===== config.mk =====
export PLATFORM = sky130hd
export DESIGN_NAME = path_stepper
export DESIGN_NICKNAME = d
export VERILOG_FILES = /design/src/rtl/path_stepper_pkg.sv /design/src/rtl/path_stepper_step_timer.sv /design/src/rtl/path_stepper.sv
export SDC_FILE = /design/constraint.sdc
export NUM_CORES = 1
export LEC_CHECK = 0
export ABC_AREA = 1
export ABC_CLOCK_PERIOD_IN_PS = 4050
export CAP_MARGIN = 20
export CORE_MARGIN = 1.5
export CORE_UTILIZATION = 35
export CTS_CLUSTER_DIAMETER = 100
export DETAILED_ROUTE_END_ITERATION = 8
export GPL_TIMING_DRIVEN = 0
export PLACE_DENSITY = 0.6
export SETUP_SLACK_MARGIN = 0.15
export SLEW_MARGIN = 20
export SYNTH_ARGS = -nofsm -noshare
export SYNTH_HDL_FRONTEND = slang
export SYNTH_SLANG_ARGS = --single-unit

===== constraint.sdc =====
create_clock -name clock -period 4.05 [get_ports clock]
set_input_delay 1.0125 -clock clock [delete_from_list [all_inputs] [get_ports clock]]
set_output_delay 1.0125 -clock clock [all_outputs]
set_load 0.02 [all_outputs]

===== src/rtl/path_stepper_pkg.sv =====
// Shared definitions for the path stepper and related pointer/brush controllers:
// coordinate width, direction bit positions and FSM encoding.
package path_stepper_pkg;
  localparam int COORD_W   = 9;

  localparam int DIR_LEFT  = 3;
  localparam int DIR_UP    = 2;
  localparam int DIR_RIGHT = 1;
  localparam int DIR_DOWN  = 0;

  localparam logic [1:0] S_IDLE = 2'd0;
  localparam logic [1:0] S_WAIT = 2'd1;
  localparam logic [1:0] S_STEP = 2'd2;
  localparam logic [1:0] S_DONE = 2'd3;

  typedef logic [COORD_W-1:0] coord_t;
endpackage


===== src/rtl/path_stepper_step_timer.sv =====
// Loadable down-counter that holds at zero; zero flag is combinational from the count.
module step_timer #(
  parameter int W = 8
) (
  input  logic         clock,
  input  logic         reset,
  input  logic         load,
  input  logic         en,
  input  logic [W-1:0] load_val,
  output logic         zero
);
  logic [W-1:0] count;

  always_ff @(posedge clock or posedge reset) begin
    if (reset)                 count <= '0;
    else if (load)             count <= load_val;
    else if (en && count != 0) count <= count - 1'b1;
  end

  assign zero = (count == '0);
endmodule


===== src/rtl/path_stepper.sv =====
// Walks a pointer toward a latched target, one registered direction pulse every
// STEP_DIV cycles, using curX/curY fed back from the external position register.
module path_stepper
  import path_stepper_pkg::*;
#(
  parameter int STEP_DIV = 4
) (
  input  logic         clock,
  input  logic         reset,
  input  logic         start,
  input  logic         abort,
  input  coord_t       targetX,
  input  coord_t       targetY,
  input  coord_t       curX,
  input  coord_t       curY,
  output logic [3:0]   directions,
  output logic         busy,
  output logic         done,
  output logic [9:0]   step_count
);
  // First wait spans STEP_DIV cycles; later waits are one shorter because the
  // STEP cycle itself completes the STEP_DIV pulse period.
  localparam logic [7:0] RELOAD_START = 8'(STEP_DIV - 1);
  localparam logic [7:0] RELOAD_STEP  = 8'(STEP_DIV - 2);

  logic [1:0] state, nxt;
  coord_t     tX, tY;
  logic [3:0] step_dir;
  logic       at_target;
  logic       t_load, t_en, t_zero;
  logic [7:0] t_val;
  logic       issue;

  step_timer #(.W(8)) u_timer (
    .clock    (clock),
    .reset    (reset),
    .load     (t_load),
    .en       (t_en),
    .load_val (t_val),
    .zero     (t_zero)
  );

  // At most one bit per axis by construction.
  always_comb begin
    step_dir = '0;
    if (curX > tX)      step_dir[DIR_LEFT]  = 1'b1;
    else if (curX < tX) step_dir[DIR_RIGHT] = 1'b1;
    if (curY > tY)      step_dir[DIR_UP]    = 1'b1;
    else if (curY < tY) step_dir[DIR_DOWN]  = 1'b1;
  end

  assign at_target = (step_dir == 4'b0000);
  assign issue     = (state == S_STEP) && !abort && !at_target;

  always_comb begin
    nxt    = state;
    t_load = 1'b0;
    t_en   = 1'b0;
    t_val  = RELOAD_START;
    case (state)
      S_IDLE: if (start) begin
        nxt    = S_WAIT;
        t_load = 1'b1;
      end
      S_WAIT: begin
        if (abort)       nxt  = S_IDLE;
        else if (t_zero) nxt  = S_STEP;
        else             t_en = 1'b1;
      end
      S_STEP: begin
        if (abort)          nxt = S_IDLE;
        else if (at_target) nxt = S_DONE;
        else begin
          nxt    = S_WAIT;
          t_load = 1'b1;
          t_val  = RELOAD_STEP;
        end
      end
      default: nxt = S_IDLE;
    endcase
  end

  always_ff @(posedge clock or posedge reset) begin
    if (reset) begin
      state      <= S_IDLE;
      tX         <= '0;
      tY         <= '0;
      directions <= 4'b0000;
      step_count <= '0;
    end else begin
      state      <= nxt;
      directions <= issue ? step_dir : 4'b0000;
      if (state == S_IDLE && start) begin
        tX         <= targetX;
        tY         <= targetY;
        step_count <= '0;
      end else if (issue && step_count != 10'd1023) begin
        step_count <= step_count + 10'd1;
      end
    end
  end

  assign busy = (state == S_WAIT) || (state == S_STEP);
  assign done = (state == S_DONE);
endmodule

==> impl_metrics.ini, run 1 <==
[clock_tree]
post-cts-setup-buffers = 0
cts_hold_buffers = 0
cts-resized-gates = 0
cts_buffers = 5
cts.clk_slew.worst_paths_ps = 80
cts.sinks = 42
cts_max_level = 2
cts_tree = built
cts_buffer_depth = 2
cts_root_buf = clkbuf_8
clk-insertion-delay-late_ps = 290

[timing]
max_freq_mhz = 374
skew_ps = 5.64
min_period_over_period_pct = 66.1
rsz0062_at_grt = false
min_period_ps = 2680
setup_tns_ps = 0
drv_slew = 0
worst_hold_slack_ps = 490
finalHoldViolCount = 0
maxSlewHeadroom_pct = 64.5
fin_ws_ps = 1370
setup_violations = 0
tightest_slew_ps = 533

[grt]
grt_pass1_vias = 2079
grt_start_max_net_pins = 32
grt_busiest_layer = met2
met3_usage_pct = 3.58
grt-ovfl-total = 0
grt.total_usage_pct = 15.3
antenna_found_initial = 0
grt_pass1_wl_mm = 9.16
gr-usage-met1_pct = 19.6
met2_usage_pct = 26.2

[yosys]
netlist_area_um2 = 2530
synth_common_cells = nand2_1 (84), inv_1 (47), dfrtp_1 (42)
ys_seq_elements = 42
synth.most_common_cell = nand2_1
synthSimpleGateAreaFrac_pct = 27.2
synth_area_per_cell_um2 = 7.95
synth_compound_area_share_pct = 6.24
synth-main-ff-cell = dfrtp_1
ys_async_sr_fraction_pct = 100
seq_area_frac_synth_pct = 41.6
synthXorXnorAreaFrac_pct = 3.81
syn_inst = 318
muxShareOfSynthArea_pct = 0.446
yosys.area.top_type = dfrtp_1
synth_top_family_by_area = simple AND/OR/NAND/NOR gates
synth.area.top_cells = dfrtp_1 (42%), nand2_1 (12%), ha_1 (12%)
syn_nets = 383
synth_edf_count = 0
yosys.area_share.adder_pct = 12.4
synth_top_area_share_pct = 41.6
yosysWarnings = 0
ys_types = 29

[setup_path]
critical_path.reg2reg.startpoint = tY[4]$_DFFE_PP0P_
crit_fanout = 4
end_kind = primary output
cp.required_ps = 3040
r2r_cells = 11
critPathKind = reg -> out
crit_end = busy
worstSetupStartpointType = register
slowest_delay_ps = 590
cp.arrival_ps = 1660
rrSetupSlack_ps = 2160
crit_cells = 3
critPathTopFamily = buffers and inverters
crit_path_top_delay_cell = clkdlybuf4s50_1
r2r_end = step_count[0]$_DFFE_PP0P_
path_cells = inv_1 -> ha_1 -> clkdlybuf4s50_1
worst-path-buf-inv = 2
cp-startpoint = state[0]$_DFFE_PP0P_

[outcome]
status = completed

[pwr]
pwr_density_cell_nw_per_um2 = 528
p_sw_mw = 0.725
clkPwrFrac_pct = 14.8
sw_frac_of_total_pct = 41.7
p_seq_share_pct = 36.7
p_int_mw = 1.01
power_leakage_nw = 1.63
vdd_ir_drop_max_uv = 190
finalPower_mw = 1.74
combPwrFrac_pct = 48.6

[detailed_routing]
finalWirelength_mm = 5.36
drc_errors = 0
ant_nets = 0
drt-pass1-iter-count = 4
wl_per_cell_um = 11.2
initialDrtViolationCount = 88
vias = 2134
vias_per_cell = 4.47

[place]
dpl_cell_area_um2 = 3220
dp_worst_setup_slack_ps = 1080
dp.cells = 470
dpl.hpwl_mm = 4.18
place_congestion = 0.843
numPortBuffers = 55

[finish]
layout-drive-gt1-share_pct = 6.30
final_area_um2 = 3290
syn_to_final_growth_pct = 30.3
nFillCells = 695
final_cells = 477
final_util_pct = 48.0
n_antenna_cell = 0
nets = 446

[die]
dieArea_um2 = 7740
io-pin-count = 56
core_um2 = 6870
rows = 30
fp.dieH_um = 88.0
die_x_um = 88.0
initial_core_util_pct = 36.8

[flow_run]
cap_violations = 0

[hold_path]
min_path_type = reg -> reg
==> power by group through the flow <==
| stage | Combinational (mW) | Sequential (mW) | Clock, mW |
|---|---|---|---|
| CTS | 0.861 | 0.638 | 0.263 |
| global route | 0.983 | 0.653 | 0.284 |
| finish | 0.845 | 0.637 | 0.257 |
| floorplan | 0.578 | 0.653 | 0 |
| detailed placement | 0.854 | 0.646 | 0 |
| global placement | 0.835 | 0.643 | 0 |
==> flip-flops by register name, indices dropped and copies added (netlist names) <==
register,cells
state,2
directions,4
tX,9
tY,9
step_count,10
u_timer.count,8
==> worst min path at each step <==
stage	from	to	slack (ps)	depth (start not counted)
after floorplan	tX[0]$_DFFE_PP0P_	tX[0]$_DFFE_PP0P_	450	2
after global placement	tY[0]$_DFFE_PP0P_	tY[0]$_DFFE_PP0P_	480	2
after detailed placement	tX[0]$_DFFE_PP0P_	tX[0]$_DFFE_PP0P_	470	2
after CTS	tX[0]$_DFFE_PP0P_	tX[0]$_DFFE_PP0P_	490	2
after global routing	tX[0]$_DFFE_PP0P_	tX[0]$_DFFE_PP0P_	510	2
final	tX[0]$_DFFE_PP0P_	tX[0]$_DFFE_PP0P_	490	2
==> routing by layer <==
metal / up-vias / wire, um
met4: 0 / 51
met3: 6 / 180
met5: - / 0
met1: 978 / 2610
li1: 1113 / -
met2: 37 / 2520
==> cell families after synthesis <==
| group | Yosys count |
|---|---|
| flops | 42 |
| fa+ha+maj | 25 |
| buf+inv | 54 |
| xor+xnor | 11 |
| compound gates | 29 |
| simple gates | 156 |
| mux | 1 |
==> placed cells by master, fill, tap and decap left out, types with 3 or more instances in the layout <==
cell type        instances
nand2_1                 84
clkdlybuf4s50_1         55
inv_1                   46
dfrtp_1                 42
nor2_1                  29
ha_1                    25
nand3_1                 24
o21ai_0                 19
xor2_1                   9
clkbuf_1                 6
a21oi_1                  6
clkbuf_8                 5
nand2_2                  4
nor2_2                   3
nand4_1                  3
==> cell type report <==
class                      count  area [um2]  share of cell area [%]
buffer                         6        31.3                   0.949
timing repair buffer          56         571                    17.3
tap                           96         120                    3.65
multi-input combinational    222        1260                    38.4
clock buffer                   7        76.3                    2.32
sequential                    42        1050                    31.9
inverter                      48         180                    5.47
==> worst reg2reg max path: stages (launching register included) <==
cell and delay [ps]:
dfrtp_1 320, inv_1 50, ha_1 280, nand2_1 70, nor2_1 170, nand3_1 180, nor2_1 140, nand3_1 160
nand3_2 130, nand2_2 140, nand2_1 110, nand2_1 50
No activity file was read; power rests on OpenSTA's default activity.
==> run 2: changes to the inputs <==
- ABC_CLOCK_PERIOD_IN_PS: 4050 -> 2800
- clock period: 4.05 -> 2.8 ns (I/O delays scaled with it)
==> results of run 2 <==
The final DEF is identical to that of run 1. Status: completed.
Main changes from that run: setup slack after placement 1080 ps -> 145 ps; setup slack after layout 1370 ps -> 437 ps; register-to-register setup slack 2160 ps -> 910 ps; total power 1.74 mW -> 2.52 mW; worst IR drop on VDD 190 uV -> 274 uV
